`config.mk`:
```
export PLATFORM = sky130hd
export DESIGN_NAME = bg_code_capture
export DESIGN_NICKNAME = d
export VERILOG_FILES = /design/src/rtl/bg_pkg.sv /design/src/rtl/bg_code_cmp.sv /design/src/rtl/bg_code_capture.sv
export SDC_FILE = /design/constraint.sdc
export NUM_CORES = 1
export LEC_CHECK = 0
export ABC_CLOCK_PERIOD_IN_PS = 9400
export CORE_MARGIN = 3
export CORE_UTILIZATION = 50
export DETAILED_ROUTE_END_ITERATION = 12
export PLACE_DENSITY = 0.8
export SLEW_MARGIN = 10
export SYNTH_ARGS = -nofsm -noshare
export SYNTH_HDL_FRONTEND = slang
export SYNTH_SLANG_ARGS = --single-unit
```
`constraint.sdc`:
```
create_clock -name clk -period 9.4 [get_ports clk]
set_input_delay 1.41 -clock clk [delete_from_list [all_inputs] [get_ports clk]]
set_output_delay 1.41 -clock clk [all_outputs]
set_load 0.005 [all_outputs]
```
`src/rtl/bg_pkg.sv`:
```
// bg_pkg: shared types for the bandgap trim-code capture block.
`default_nettype none

package bg_pkg;

  typedef enum logic [1:0] {
    ST_OFF    = 2'd0,
    ST_ACQ    = 2'd1,
    ST_LOCKED = 2'd2
  } bg_state_e;

  typedef struct packed {
    logic [7:0] coarse;
    logic [7:0] fine;
  } bg_code_t;

  localparam int TMR_W = 13;

endpackage

`default_nettype wire

```
`src/rtl/bg_code_cmp.sv`:
```
// bg_code_cmp: combinational consistency check of a sample against a reference code.
`default_nettype none

module bg_code_cmp
  import bg_pkg::*;
#(
  parameter int FINE_TOL = 2
) (
  input  bg_code_t sample,
  input  bg_code_t ref_code,
  output logic     consistent
);

  logic signed [8:0] fine_diff;
  logic        [8:0] fine_mag;

  // 9-bit signed difference so the magnitude never wraps across 0/255
  always_comb begin
    fine_diff  = $signed({1'b0, sample.fine}) - $signed({1'b0, ref_code.fine});
    fine_mag   = fine_diff[8] ? $unsigned(-fine_diff) : $unsigned(fine_diff);
    consistent = (sample.coarse == ref_code.coarse) && (fine_mag <= 9'(FINE_TOL));
  end

endmodule

`default_nettype wire

```
`src/rtl/bg_code_capture.sv`:
```
// bg_code_capture: qualifies SAR trim codes, locks, monitors drift, hands off via req/ack.
// Optional macro BG_CODE_CAPTURE_AVG_EN: locked fine code is the rounded run average.
`default_nettype none

module bg_code_capture
  import bg_pkg::*;
#(
  parameter int LOCK_CNT    = 4,
  parameter int FINE_TOL    = 2,
  parameter int DRIFT_CNT   = 3,
  parameter int TIMEOUT_CYC = 4096
) (
  input  logic        clk,
  input  logic        reset_n,
  input  logic        pwrup,
  input  logic        valid,
  input  logic [7:0]  idacCoarse,
  input  logic [7:0]  idacFine,
  input  logic        err_clr,
  input  logic        code_ack,
  output logic [15:0] code_out,
  output logic        code_req,
  output logic        locked,
  output logic        drift_err,
  output logic        timeout,
  output logic [1:0]  state
);

  bg_state_e          st;
  logic               valid_q;
  logic               has_ref;
  bg_code_t           ref_code;
  logic [4:0]         match_cnt;
  logic [7:0]         drift_cnt;
  logic [TMR_W-1:0]   tmr;

  bg_code_t           sample;
  bg_code_t           cmp_ref;
  logic               consistent;
  logic               sample_evt;
  logic               ref_load;
  logic               run_inc;
  logic [7:0]         lock_fine;

  assign sample     = '{coarse: idacCoarse, fine: idacFine};
  assign sample_evt = valid & ~valid_q;
  assign cmp_ref    = (st == ST_LOCKED) ? bg_code_t'(code_out) : ref_code;
  assign ref_load   = (st == ST_ACQ) && sample_evt && (!has_ref || !consistent);
  assign run_inc    = (st == ST_ACQ) && sample_evt && has_ref && consistent;
  assign state      = st;

  bg_code_cmp #(.FINE_TOL(FINE_TOL)) u_cmp (
    .sample     (sample),
    .ref_code   (cmp_ref),
    .consistent (consistent)
  );

`ifdef BG_CODE_CAPTURE_AVG_EN
  localparam int ACC_W     = 12;
  localparam int AVG_SHIFT = $clog2(LOCK_CNT);

  logic [ACC_W-1:0] acc;
  logic [ACC_W-1:0] acc_sum;

  assign acc_sum   = acc + ACC_W'(sample.fine);
  assign lock_fine = 8'((acc_sum + ACC_W'(LOCK_CNT / 2)) >> AVG_SHIFT);

  always_ff @(posedge clk or negedge reset_n) begin
    if (!reset_n) begin
      acc <= '0;
    end else if (!pwrup) begin
      acc <= '0;
    end else if (ref_load) begin
      acc <= ACC_W'(sample.fine);
    end else if (run_inc) begin
      acc <= acc_sum;
    end
  end
`else
  assign lock_fine = sample.fine;
`endif

  always_ff @(posedge clk or negedge reset_n) begin
    if (!reset_n) begin
      st        <= ST_OFF;
      valid_q   <= 1'b0;
      has_ref   <= 1'b0;
      ref_code  <= '0;
      match_cnt <= '0;
      drift_cnt <= '0;
      tmr       <= '0;
      code_out  <= '0;
      code_req  <= 1'b0;
      locked    <= 1'b0;
      drift_err <= 1'b0;
      timeout   <= 1'b0;
    end else begin
      valid_q <= valid;
      // Clear first so a same-cycle set event below takes priority
      if (err_clr) begin
        drift_err <= 1'b0;
        timeout   <= 1'b0;
      end
      if (!pwrup) begin
        st        <= ST_OFF;
        locked    <= 1'b0;
        code_req  <= 1'b0;
        has_ref   <= 1'b0;
        match_cnt <= '0;
        drift_cnt <= '0;
        tmr       <= '0;
      end else begin
        if (st == ST_OFF || sample_evt) begin
          tmr <= '0;
        end else if (tmr != TMR_W'(TIMEOUT_CYC)) begin
          tmr <= tmr + 1'b1;
          if (tmr == TMR_W'(TIMEOUT_CYC - 1)) timeout <= 1'b1;
        end

        if (code_req && code_ack) code_req <= 1'b0;

        case (st)
          ST_OFF: begin
            st        <= ST_ACQ;
            has_ref   <= 1'b0;
            match_cnt <= '0;
          end
          ST_ACQ: begin
            if (ref_load) begin
              ref_code  <= sample;
              has_ref   <= 1'b1;
              match_cnt <= 5'd1;
            end else if (run_inc) begin
              match_cnt <= match_cnt + 5'd1;
              if (match_cnt == 5'(LOCK_CNT - 1)) begin
                st        <= ST_LOCKED;
                code_out  <= {sample.coarse, lock_fine};
                locked    <= 1'b1;
                code_req  <= 1'b1;
                drift_cnt <= '0;
              end
            end
          end
          ST_LOCKED: begin
            if (sample_evt) begin
              if (consistent) begin
                drift_cnt <= '0;
              end else if (drift_cnt == 8'(DRIFT_CNT - 1)) begin
                st        <= ST_ACQ;
                locked    <= 1'b0;
                code_req  <= 1'b0;
                drift_err <= 1'b1;
                has_ref   <= 1'b0;
                match_cnt <= '0;
                drift_cnt <= '0;
              end else begin
                drift_cnt <= drift_cnt + 8'd1;
              end
            end
          end
          default: st <= ST_OFF;
        endcase
      end
    end
  end

endmodule

`default_nettype wire

```
# Word level (Yosys, flattened, before mapping)
# Cells that the tools add are included.
[totals]
latch_bits = 0
ram_bits = 0
memories = 0
reg_bits = 66
elab_cells = 117
out_inout_bits = 22
romBits = 0
inputBits = 22
[op_classes]
n_div = 0
n_reduce_logical = 18
bitwise_logic = 3
eq_ne = 18
n_mux = 59
magnitude_cmp = 1
add_sub_neg = 5
multipliers = 0
n_shift = 0
[ops]
columns = ["operator", "count"]
rows = [
  ["$mux W8", 7],
  ["$mux W13", 3],
  ["$mux W5", 6],
  ["$mux W1", 28],
  ["$reduce_and A5 Y1", 4],
  ["$mux W16", 1],
  ["$pmux W8 S2", 1],
  ["$ne A3 B3 Y1 const B", 5],
  ["$pmux W5 S3", 1],
  ["$mux W2", 7],
  ["$add A13 B1 Y13 const B", 1],
  ["$eq A13 B12 Y1 const B", 1],
  ["$ne A13 B13 Y1 const B", 1],
  ["$le A9 B2 Y1 const B", 1],
  ["$mux W9", 1],
  ["$neg A9 Y9", 1],
  ["$sub A8 B8 Y9", 1],
  ["$add A8 B1 Y8 const B", 1],
  ["$eq A8 B2 Y1 const B", 1],
  ["$eq A8 B8 Y1", 1],
  ["$reduce_and A7 Y1", 1],
  ["$logic_and A1 B1 Y1", 6],
  ["$ne A3 B1 Y1 const B", 2],
  ["$ne A3 B2 Y1 const B", 2],
  ["16 further kinds", 20],
]

# Depth between registers and ports, before layout
# Gate-level depths: netlist (run 1).
[logic_depth]
ltp_word = 13
mapped_depth = 19
ltp_nobuf = 14

# By module
# Synthesis (run 1) repeated with hierarchy kept, for this count alone.
[hier_totals]
cells_unflattened = 386
area_unflattened_um2 = 4047.6
[by_module_without_submodules]
columns = ["mod", "instances", "area_per_inst_um2", "seq_area_each_um2", "cells_each"]
rows = [
  ["bg_code_capture", 1, 3388.2, 1651.6, 299],
  ["bg_code_cmp", 1, 659.4, 0.0, 87],
]

# Worst setup path before layout (run 1)
# Ideal clock, no wire load.
[synth_timing]
path_kind = "register to register"
from = "register st[0], in the netlist state[0]"
to = "register ref_code[10] (netlist name)"
t_required_ns = 9.275
setup_ns = 0.125
arrival_time_ns = 5.004
stages_incl_launch_ff = 19
period_less_slack_ns = 5.129
setup_slack_ns = 4.271
path_buffers = 4
path_cell_list = "dfrtp_1 -> inv_1 -> ha_1 -> clkbuf_1 -> buf_1 -> buf_1 -> mux2_2 -> ha_1 -> fa_1 -> nand2b_2 -> a21oi_1 -> xnor2_1 -> nor3_1 -> mux2_1 -> nor4_1 -> o31ai_4 -> nand3_4 -> buf_6 -> mux2_4"
[synth_between]
elab_chain_cells = 11
word_cells_on_any_way = 14
classes_between = "add/sub (2); order compare (1); eq/ne (3); mux (2); reduce/logical (6)"
[synth_lines]
columns = ["item", "line", "source"]
rows = [
  ["start, declared", "bg_code_capture.sv:29", "bg_state_e st;"],
  ["start signal, assigned", "bg_code_capture.sv:85", "st <= ST_OFF;"],
  ["start signal, assigned", "bg_code_capture.sv:105", "st <= ST_OFF;"],
  ["start signal, assigned", "bg_code_capture.sv:124", "st <= ST_ACQ;"],
  ["$eq A2 B2 Y1", "bg_code_capture.sv:47", "assign cmp_ref = (st == ST_LOCKED) ? bg_code_t'(code_out) : ref_code;"],
  ["$mux W16", "bg_code_capture.sv:47", ""],
  ["$sub A8 B8 Y9", "bg_code_cmp.sv:19", "fine_diff = $signed({1'b0, sample.fine}) - $signed({1'b0, ref_code.fine});"],
  ["$neg A9 Y9", "bg_code_cmp.sv:20", "fine_mag = fine_diff[8] ? $unsigned(-fine_diff) : $unsigned(fine_diff);"],
  ["$mux W9", "bg_code_cmp.sv:20", ""],
  ["$le A9 B2 Y1", "bg_code_cmp.sv:21", "consistent = (sample.coarse == ref_code.coarse) && (fine_mag <= 9'(FINE_TOL));"],
  ["$logic_and A1 B1 Y1", "bg_code_cmp.sv:21", ""],
  ["$logic_not A1 Y1", "bg_code_capture.sv:48", "assign ref_load = (st == ST_ACQ) && sample_evt && (!has_ref || !consistent);"],
  ["$logic_or A1 B1 Y1", "bg_code_capture.sv:48", ""],
  ["$logic_and A1 B1 Y1", "bg_code_capture.sv:48", ""],
  ["$reduce_and A3 Y1 (no source line) *", "n/a", ""],
  ["end signal, assigned", "bg_code_capture.sv:130", "ref_code <= sample;"],
  ["end, declared", "bg_code_capture.sv:32", "bg_code_t ref_code;"],
]
# Mark *: on every way between the ends. The rest lies on a longest branch, timed or not.
# A chain may end at the register's enable or synchronous reset.

# Worst setup path after layout (run 1)
[layout_timing]
from = "input idacFine[0]"
to = "register ref_code[5] (netlist name)"
[layout_between]
elab_chain_cells = 9
[layout_lines]
columns = ["item", "line", "source"]
rows = [
  ["start, declared", "bg_code_capture.sv:18", "input logic [7:0] idacFine,"],
  ["$sub A8 B8 Y9 *", "bg_code_cmp.sv:19", ""],
  ["$neg A9 Y9", "bg_code_cmp.sv:20", ""],
  ["$mux W9 *", "bg_code_cmp.sv:20", ""],
  ["$le A9 B2 Y1 *", "bg_code_cmp.sv:21", ""],
  ["$logic_and A1 B1 Y1 *", "bg_code_cmp.sv:21", ""],
  ["$logic_not A1 Y1 *", "bg_code_capture.sv:48", ""],
  ["$logic_or A1 B1 Y1 *", "bg_code_capture.sv:48", ""],
  ["$logic_and A1 B1 Y1 *", "bg_code_capture.sv:48", ""],
  ["$reduce_and A3 Y1 (no source line) *", "n/a", ""],
]
# Marks and branches as above.

==> metrics, run 1 <==
hold path start ref_code[1]; num ports 44; I/O Buffers 43; complex-gate fraction of the synthesized area 0.166; Initial Util 0.524; Slew HR 0.436; reg2reg path depth 15; Setup TNS Final 0 ns; critical path endpoint category register; main combinational cell family by area after synthesis simple AND/OR/NAND/NOR gates; initial antenna violation count 0; detail-routed via count per cell 5.87; DIE AREA 9950 µm²; GR Util met3 0.0533; Finish-stage setup viols 0; status completed; htree depth 3; Synth cell types 72; Seq cells post-synth 66; gr usage total 0.197; CP max FO 16; routing usage on met2 0.339; max cap viols 0; yosys warns 0; CTS Root Cell clkbuf_8; ANT nets after route 0; Initial DRC Count 141; Synth-to-Final Area Change 14.9%; # rows 33; post-synthesis sequential area ratio 0.376; Cell Area, Synth 4390 µm²; die height 99.7 µm; Fin. Hold Viols 0; Final Wtd Congestion 0.908; Max Root-Sink Buffers 2; IR drop worst, VDD 155 µV; CTS tree built; xor/xnor cell area share of the yosys netlist 0.0535; routed via count 3376; r2r setup slk 4.53 ns; share of layout cells above drive strength 1 0.157; final worst path period share 0.539; Syn Area/Cell 10.3 µm²; worst reg2reg startpoint state[0]; design area 5050 µm²; ys async rst share 1.00; syn_nets 465; Leakage 2.19 nW; Die X 99.7 µm; Pins Over Slew Limit 0; Post-CTS Resized 0; nets@finish 505; CP Launch Type input pin; Post-Synth Adder-Cell Area 0.0530; Num Clock Sinks 66; hold endpoint ref_code[1]; DPL Wire Length 6750 µm; ant diodes 0; CP Cell Sequence clkdlybuf4s50_1 > inv_1 > ha_1 > fa_1 > nand2b_2 > a211oi_4 > o22a_2 > nor4_2 > a311oi_2 > o22ai_1 > o31ai_4 > nand3_4 > mux2_4; post-synthesis simple-gate area fraction 0.167; WHS 0.508 ns; gr busiest metal met2; slowest CP cell clkdlybuf4s50_1; vias in the first global route 3396; Worst R2R End ref_code[5]; Post-synth EDFFs 0; met1 usage 0.246; CP Data Arrival Time 5.30 ns; clk_skew 0.00932 ns; ys flop type dfrtp_1; WL per Instance 16.3 µm; area share of the largest cell type after synthesis 0.376; largest net degree at the start of global routing 67; Num CTS Buffers 9; synth top area cells dfrtp_1 38%, ha_1 4.8%, mux2i_1 4.1%, mux2_2 4.1%, mux2_4 3.4%; minimum clock period 5.07 ns; mux cell area share after synthesis 0.144; Post-CTS Setup Inserts 0; DRT Pass-1 Iters 4; post-synth top area cell dfrtp_1; first-pass GRT wire length 16000 µm; critical path class input pin to register; final routed DRC violation total 0; unrepaired setup endpoints after global routing false; Hold-fix buffers, CTS 0; type of the most critical hold path register to register; Area after DPL 4870 µm²; actual slew at the worst max-slew pin 0.846 ns; clk_lat worst skew 0.36 ns; power per cell area 265 nW/µm²; Post-Route WL 9350 µm; Clk pin slew, worst setup/hold paths 0.07 ns; Worst path max stage delay 0.49 ns; Core Area 8380 µm²; FMAX 197 MHz; Post-Synthesis Cells 425; CP required 9.64 ns; total gr overflow 0; hold depth 1
## layout by cell type, fill, tap and decap left out, drive strengths merged, types with 4 or more instances in the layout
cell / netlist / routed
a211oi: 7 / 7
a21o: 12 / 12
a21oi: 14 / 14
a22o: 6 / 6
and3: 7 / 7
clkbuf: 7 / 10
clkdlybuf4s50: 0 / 42
clkinv: 0 / 4
dfrtp: 66 / 66
ha: 17 / 17
inv: 22 / 22
mux2: 37 / 37
mux2i: 18 / 18
nand2: 32 / 32
nand2b: 4 / 4
nand3: 19 / 19
nand4: 4 / 4
nor2: 30 / 30
nor2b: 4 / 4
nor3: 8 / 8
nor4: 8 / 8
o21ai: 13 / 13
o22ai: 5 / 5
o32ai: 5 / 5
or2: 4 / 4
xnor2: 13 / 13
xor2: 13 / 13
## kinds of logic after synthesis
logic type      Yosys count
buf+inv                  38
fa+ha+maj                18
xor+xnor                 26
compound gates           86
simple gates            136
mux                      55
flops                    66
## through the flow
step	power, mW	instances	setup slack, ns	util
global route	1.43	575	4.10	0.602
detailed placement	1.11	559	3.99	0.581
global placement	1.09	559	4.07	0.581
floorplan	0.970	425	4.27	-
finish	1.34	575	4.33	0.602
CTS	1.33	575	4.34	0.602
## cell type report
cell class | count | area, µm²
fill | 689 | 3330
multi-input combinational | 321 | 2560
sequential | 66 | 1650
timing repair buffer | 45 | 440
clock buffer | 10 | 138
tap | 105 | 131
inverter | 22 | 82.6
clock inverter | 6 | 42.5
## state kept, by name, summed over array words and instances, names as in the netlist, 2 cells and up
| signal | flops |
|---|---|
| tmr | 13 |
| drift_cnt | 8 |
| match_cnt | 5 |
| state | 2 |
| ref_code | 16 |
| code_out | 16 |
## cell usage after synthesis, types with 4 or more instances
cell and number:
dfrtp_1 66, nand2_1 31, nor2_1 29, inv_1 22, mux2i_1 18, ha_1 17, nand3_1 17, mux2_2 16
xnor2_1 13, a21o_1 12, xor2_1 12, a21oi_1 11, mux2_1 11, mux2_4 10, o21ai_0 10, nor3_1 8
and3_1 7, clkbuf_1 7, nor4_1 7, a22o_1 6, o32ai_1 5, buf_6 4, nand4_1 4, nor2b_1 4
o22ai_1 4, or2_2 4
## where the power goes
group / internal, mW / leakage [nW] / total [mW] / switching, mW
Sequential: 0.325 / 0.889 / 0.352 / 0.0278
Combinational: 0.312 / 1.21 / 0.766 / 0.454
Clock: 0.103 / 0.0882 / 0.219 / 0.117
## worst max-delay path: cells and delay by family
kind | cells | cell delay (ns)
multiplexers | 1 | 0.42
buffers and inverters | 2 | 0.54
adder cells (fa/ha/maj) | 2 | 0.67
AND/OR/NAND/NOR | 3 | 0.67
AO/OA/AOI/OAI | 5 | 1.60
## worst max path at each step
| stage | start | end |
|---|---|---|
| 4_1_cts | idacFine[0] | ref_code[5] |
| 6_report | idacFine[0] | ref_code[5] |
| 2_1_floorplan | state[0] | ref_code[10] |
| 5_1_grt | idacFine[0] | ref_code[5] |
| 3_5_place_dp | idacFine[0] | ref_code[5] |
| 3_3_place_gp | idacFine[0] | ref_code[10] |
## routing by layer
layer / vias to the layer above / wire, µm
met5: - / 0
met4: 0 / 111
met3: 12 / 411
met2: 87 / 4670
met1: 1641 / 4160
li1: 1636 / -
No activity file was read; power rests on OpenSTA's default activity.
==> run 2: changes to the inputs <==
--- a/config.mk
+++ b/config.mk
@@ -5,7 +5,7 @@
 export SDC_FILE = /design/constraint.sdc
 export NUM_CORES = 1
 export LEC_CHECK = 0
-export ABC_CLOCK_PERIOD_IN_PS = 9400
+export ABC_CLOCK_PERIOD_IN_PS = 4800
 export CORE_MARGIN = 3
 export CORE_UTILIZATION = 50
 export DETAILED_ROUTE_END_ITERATION = 12
==> constraint.sdc (replaced) <==
create_clock -name clk -period 4.8 [get_ports clk]
set_input_delay 0.72 -clock clk [delete_from_list [all_inputs] [get_ports clk]]
set_output_delay 0.72 -clock clk [all_outputs]
set_load 0.005 [all_outputs]
==> run 2 against run 1 <==
Die area is the same. Sequential power is 97% higher. First-iteration DRC count increased by 20%. Final cell count is 1.0% higher. Via count did not move. Utilization increased by 1.2 points. Register-to-register slack worse by 4.3 ns. Flip-flop and latch count did not move. Global-route usage decreased by 0.15 points. Sequential share of layout area down 0.66 points. Combinational power up 100%. Count of clock-buffer cells in the layout increased by 1.
==> metrics, run 2 (synthesis gave the netlist of run 1 again) <==
fillcell total 666 (-3.3%); die height 99.7 µm (unchanged); Num Clock Sinks 66 (unchanged); CP required 5.02 ns (-4.62 ns); detail-routed via count per cell 5.81 (-1.0%); slowest CP cell dfrtp_1; Post-CTS Setup Inserts 0 (unchanged); WL per Instance 16.4 µm (+0.98%); Post-Route WL 9540 µm (+2.0%); share of layout cells above drive strength 1 0.170 (+0.0127); Pins Over Slew Limit 0 (unchanged); reg2reg path depth 14 (-1); Hold-fix buffers, CTS 0 (unchanged); CP Launch Type register; actual slew at the worst max-slew pin 0.773 ns (-0.0727 ns); IR drop worst, VDD 416 µV (+170%); routed wl met3 355 µm (-14%); Top Registers code_out x16, ref_code x16, tmr x13; Post-CTS Resized 0 (unchanged); worst reg2reg startpoint state[0]; DPL Wire Length 7000 µm (+3.8%); nets@finish 511 (+1.2%); most frequent cells in the layout 66 x dfrtp_1, 42 x clkdlybuf4s50_1, 31 x nand2_1, 29 x nor2_1, 22 x inv_1; Core Area 8380 µm² (unchanged); minimum clock period 4.55 ns; Finish-stage setup viols 0 (unchanged); area of the multi-input gates 2590 µm² (+0.98%); gr usage total 0.196 (-0.00150); routed via count 3376 (unchanged); CP Data Arrival Time 4.78 ns (-0.52 ns); Die X 99.7 µm (unchanged); type of the most critical hold path input pin to asynchronous set/reset pin; CP Cell Sequence inv_1 > ha_1 > buf_4 > mux2i_1 > ha_1 > a21o_1 > or3_1 > o22a_4 > o311ai_0 > a22oi_1 > a211oi_4 > nand2_2 > nor2_8 > mux2_2; DR top layer met4; DIE AREA 9950 µm² (unchanged); wl on met1 4270 µm (+2.6%); num ports 44 (unchanged); DRT Pass-1 Iters 4 (unchanged); CTS Root Cell clkbuf_8; Num CTS Buffers 9 (unchanged); clk_skew 0.00922 ns (-0.000101 ns); Clk pin slew, worst setup/hold paths 0.08 ns (about the same); Max Root-Sink Buffers 2 (unchanged); Slew HR 0.471 (+0.0352); critical path class register to register; CTS tree built; total gr overflow 0 (unchanged); initial antenna violation count 0 (unchanged); first-pass GRT wire length 16000 µm (+0.21%); Setup TNS Final 0 ns (unchanged); largest net degree at the start of global routing 61 (-9.0%); Worst path max stage delay 0.45 ns (-0.04 ns); most used cell, CP ha_1; final worst path period share 0.948; Worst R2R End code_out[0]; I/O Buffers 43 (unchanged); r2r setup slk 0.25 ns (-4.28 ns); CP max FO 16 (unchanged); most common cell after layout, fill and taps aside dfrtp_1; Initial DRC Count 169 (+20%); # rows 33 (unchanged); critical path endpoint category register; max cap viols 0 (unchanged); Final Wtd Congestion 0.861 (-5.2%); clk_lat worst skew 0.34 ns (-0.02 ns); Leakage 2.24 nW (+2.2%); ant diodes 0 (unchanged); status completed; unrepaired setup endpoints after global routing false; ANT nets after route 0 (unchanged); Synth-to-Final Area Change 17.3%; vias in the first global route 3447 (+1.5%); power per cell area 535 nW/µm² (+100%); FMAX 220 MHz; Fin. Hold Viols 0 (unchanged); htree depth 3 (unchanged); Initial Util 0.524 (unchanged); met2 wire length 4760 µm (+2.0%); final routed DRC violation total 0 (unchanged); WHS 0.193 ns (-0.315 ns); register area 1650 µm² (unchanged)
run 2: power breakdown:
group	leakage, nW	total (mW)	internal, mW	switching (mW)
clock	0.102	0.498	0.270	0.228
sequential	0.889	0.693	0.636	0.0577
combinational	1.25	1.56	0.650	0.914
run 2: metal layers:
| metal | global-route usage | vias to the layer above |
|---|---|---|
| met2 | 0.342 | 87 |
| met4 | 0.0651 | 0 |
| met3 | 0.0344 | 15 |
| met5 | 0 | - |
| met1 | 0.244 | 1635 |
| li1 | - | 1639 |
run 2: worst max-delay path by stage:
stage | startpoint | to | slack (ns) | cells past startpoint
4_1_cts | state[0] | ref_code[4] | 0.20 | 14
3_3_place_gp | idacFine[0] | ref_code[6] | 0.21 | 13
2_1_floorplan | state[0] | ref_code[10] | 0.06 | 19
5_1_grt | state[0] | code_out[1] | 0.04 | 14
3_5_place_dp | idacFine[0] | ref_code[4] | 0.12 | 13
6_report | state[0] | code_out[0] | 0.25 | 14
run 2: metrics by stage:
| step | area [µm²] | utilization | total power, mW | setup WS, ns | instances |
|---|---|---|---|---|---|
| after global placement | 4920 | 0.587 | 2.15 | 0.212 | 565 |
| after floorplan | 4400 | - | 1.91 | 0.0568 | 425 |
| final | 5150 | 0.615 | 2.76 | 0.248 | 581 |
| after detailed placement | 4920 | 0.587 | 2.22 | 0.122 | 565 |
| after CTS | 5130 | 0.613 | 2.72 | 0.202 | 581 |
| after global routing | 5150 | 0.615 | 2.94 | 0.0352 | 581 |
run 2: critical path: cells and delay by family (launching register included):
kind / cells / cell delay (ns)
fa+ha+maj: 2 / 0.62
mux: 2 / 0.62
compound gates: 5 / 1.50
flops: 1 / 0.45
buf+inv: 2 / 0.38
simple gates: 3 / 0.85
run 2: area by class of cell:
class                   count  share of cell area
clock inverters             5              0.0121
well taps                 105              0.0255
multi-input cells         321               0.502
flip-flops and latches     66               0.320
repair buffers             51              0.0942
inverters                  22              0.0160
clock buffers              11              0.0294
==> run 3: changes to the inputs <==
--- a/config.mk
+++ b/config.mk
@@ -5,8 +5,9 @@
 export SDC_FILE = /design/constraint.sdc
 export NUM_CORES = 1
 export LEC_CHECK = 0
+export ABC_AREA = 1
 export ABC_CLOCK_PERIOD_IN_PS = 4800
-export CORE_MARGIN = 3
+export CORE_MARGIN = 2
 export CORE_UTILIZATION = 50
 export DETAILED_ROUTE_END_ITERATION = 12
 export PLACE_DENSITY = 0.8
==> run 3 against run 2 <==
Design area is 0.92% lower. Global-route usage rose by 2.2 points. Sequential share of layout area increased by 0.30 points. First-iteration DRC count is 70% higher. Setup slack better by 0.38 ns. Critical endpoint is now code_out[14].
==> metrics, run 3 <==
status completed; Finish-stage setup viols 0 (unchanged); DIE AREA 9590 µm² (-3.6%); initial antenna violation count 0 (unchanged); CP Cell Sequence inv_1 > ha_1 > inv_2 > nand2_1 > nand2_1 > ha_1 > fa_1 > inv_1 > nand3_1 > nand2_2 > nand2_2 > nand2_1 > nand2_1 > nand2_1 > nor2_1 > nand2_2 > nand2_1 > nor2_2 > nand4_2 > nand3b_4 > nand2_1 > o21ai_2; num ports 44 (unchanged); max cap viols 0 (unchanged); unrepaired setup endpoints after global routing false; Syn Area/Cell 7.38 µm² (-29%); Setup TNS Final 0 ns (unchanged); Core Area 8640 µm² (+3.0%); yosys warns 0 (unchanged); type of the most critical hold path input pin to asynchronous set/reset pin; detail-routed via count per cell 5.22 (-10%); routed via count 3939 (+17%); complex-gate fraction of the synthesized area 0.112 (-0.0543); critical path endpoint category register; Post-Synth Adder-Cell Area 0.0527 (-0.000225); Hold-fix buffers, CTS 0 (unchanged); # rows 34 (+3.0%); r2r setup slk 0.63 ns (+0.38 ns); FMAX 240 MHz (+9.2%); Die X 97.9 µm (-1.8%); actual slew at the worst max-slew pin 0.821 ns (+0.0485 ns); Seq cells post-synth 66 (unchanged); die height 97.9 µm (-1.8%); ys async rst share 1.00 (unchanged); gr usage total 0.218 (+0.0219); most common cell after layout, fill and taps aside nand2_1; post-synthesis simple-gate area fraction 0.337 (+0.170); DRT Pass-1 Iters 4 (unchanged); CP required 5.02 ns (about the same); most used cell, CP nand2_1; ant diodes 0 (unchanged); CP Data Arrival Time 4.39 ns (-0.39 ns); I/O Buffers 43 (unchanged); DPL Wire Length 7500 µm (+7.1%); htree depth 3 (unchanged); most frequent cells in the layout 174 x nand2_1, 86 x inv_1, 66 x dfrtp_1, 45 x nand3_1; IR drop worst, VDD 219 µV (-47%); Top Registers code_out x16, ref_code x16, tmr x13; Num Clock Sinks 66 (unchanged); count leader, synth nand2_1; Initial Util 0.511 (-0.0132); ys flop type dfrtp_1; CP max FO 32 (+16); Final Wtd Congestion 0.862 (+0.14%); CTS tree built; post-synth top area cell dfrtp_1; minimum clock period 4.17 ns (-0.382 ns); Worst path max stage delay 0.54 ns (+0.09 ns); Overall Power 2.46 mW (-11%); Pins Over Slew Limit 0 (unchanged); largest net degree at the start of global routing 52 (-15%); final routed DRC violation total 0 (unchanged); syn_nets 638 (+37%); ANT nets after route 0 (unchanged); Initial DRC Count 287 (+70%); xor/xnor cell area share of the yosys netlist 0.0139 (-0.0396); fillcell total 764 (+15%); final worst path period share 0.869 (-0.0795); Post-Route WL 9870 µm (+3.4%); Core Util, Final 0.591 (-0.0236); Slew HR 0.447 (-0.0241); CP delay by family, top simple AND/OR/NAND/NOR gates; worst reg2reg startpoint state[0]; CP Buf/Inv Count 3 (+1); Clk pin slew, worst setup/hold paths 0.07 ns (about the same); top cells by count, synth 174 x nand2_1, 86 x inv_1, 66 x dfrtp_1, 45 x nand3_1, 42 x nor2_1; vias in the first global route 3882 (+13%); Post-synth EDFFs 0 (unchanged); Synth-to-Final Area Change 15.7%; Post-Synthesis Cells 598 (+41%); critical path class register to register; Num CTS Buffers 9 (unchanged); reg2reg path depth 22 (+8); WL per Instance 13.1 µm (-20%); CP Launch Type register; clk_skew 0.0104 ns (+0.00115 ns); main combinational cell family by area after synthesis simple AND/OR/NAND/NOR gates; Max Root-Sink Buffers 2 (unchanged); post-synthesis sequential area ratio 0.374 (-0.00160); Leakage 2.58 nW (+15%); Worst R2R End code_out[14]; Cell Area, Synth 4410 µm² (+0.43%); clk_lat worst skew 0.35 ns (about the same); CTS Root Cell clkbuf_8; first-pass GRT wire length 17400 µm (+8.4%); share of layout cells above drive strength 1 0.133 (-0.0372); Post-CTS Setup Inserts 0 (unchanged); area share of the largest cell type after synthesis 0.374 (-0.00160); synth top area cells dfrtp_1 37%, nand2_1 15%, inv_1 7.3%, nand3_1 5.1%, ha_1 4.8%; Post-CTS Resized 0 (unchanged); total gr overflow 0 (unchanged); mux cell area share after synthesis 0.0136 (-0.131); Fin. Hold Viols 0 (unchanged); Synth cell types 36 (-50%); power per cell area 482 nW/µm² (-9.9%); nets@finish 683 (+34%); slowest CP cell nand3b_4
run 3: cell count changes after synthesis, sizes merged, moves of 18 or more:
cell	change
inv	+69
mux2	-37
nand2	+163
nand3	+30
nor2	+18
o21ai	+46
run 3: worst max path at each step:
stage,start,endpoint,slack [ns],depth (start not counted)
after global routing,state[0],ref_code[9],0.16,22
after global placement,idacFine[0],code_out[14],0.83,19
after detailed placement,state[0],code_out[13],0.64,22
after CTS,state[0],code_out[13],0.59,22
after floorplan,state[0],code_out[1],1.31,22
final,state[0],code_out[14],0.63,22
run 3: layout make-up:
type,instances,area (µm²),share of cell area
Multi-Input combinational cell,430,2330,0.457
Sequential cell,66,1650,0.323
Timing Repair Buffer,45,440,0.0863
Inverter,91,342,0.0669
Clock buffer,13,169,0.0331
Tap cell,108,135,0.0265
Clock inverter,2,35.0,0.00686
run 3: metal layers:
metal,wire (µm),part of all wire,global-route usage,vias up
met5,0,0,0,-
met4,127,0.013,0.0716,0
met3,344,0.035,0.0286,14
met2,4870,0.49,0.361,75
met1,4520,0.46,0.296,1853
li1,-,-,-,1997
run 3: through the flow:
step / cell area (µm²) / std cells / hold WS (ns) / setup slack (ns)
after floorplan: 4410 / 598 / 0.424 / 1.31
after global placement: 4900 / 740 / 0.468 / 0.825
after detailed placement: 4900 / 740 / 0.471 / 0.640
after CTS: 5110 / 755 / 0.292 / 0.590
after global routing: 5110 / 755 / 0.309 / 0.156
final: 5110 / 755 / 0.284 / 0.630
run 3: cell families (layout without fill, tap and decap cells):
logic type                 after synthesis  count (layout)
DFF                                     66              66
and+or+nand+nor                        323             323
muxes                                    6               6
AOI/OAI and AO/OA                       76              76
adders and majority gates               18              18
xor gates and xnor gates                 7               7
buffers and inverters                  102             151
run 3: report_power, final:
group	switching, mW	leakage (nW)	internal, mW
Clock	0.211	0.106	0.279
Sequential	0.0614	0.891	0.647
Combinational	0.826	1.59	0.435
run 3: worst register-to-register path, delay by kind of cell, from the launching register on:
family / cells / cell delay (ns)
AOI/OAI and AO/OA: 1 / 0.07
adders and majority gates: 3 / 1.08
buffers and inverters: 3 / 0.42
DFF: 1 / 0.43
and+or+nand+nor: 15 / 2.05
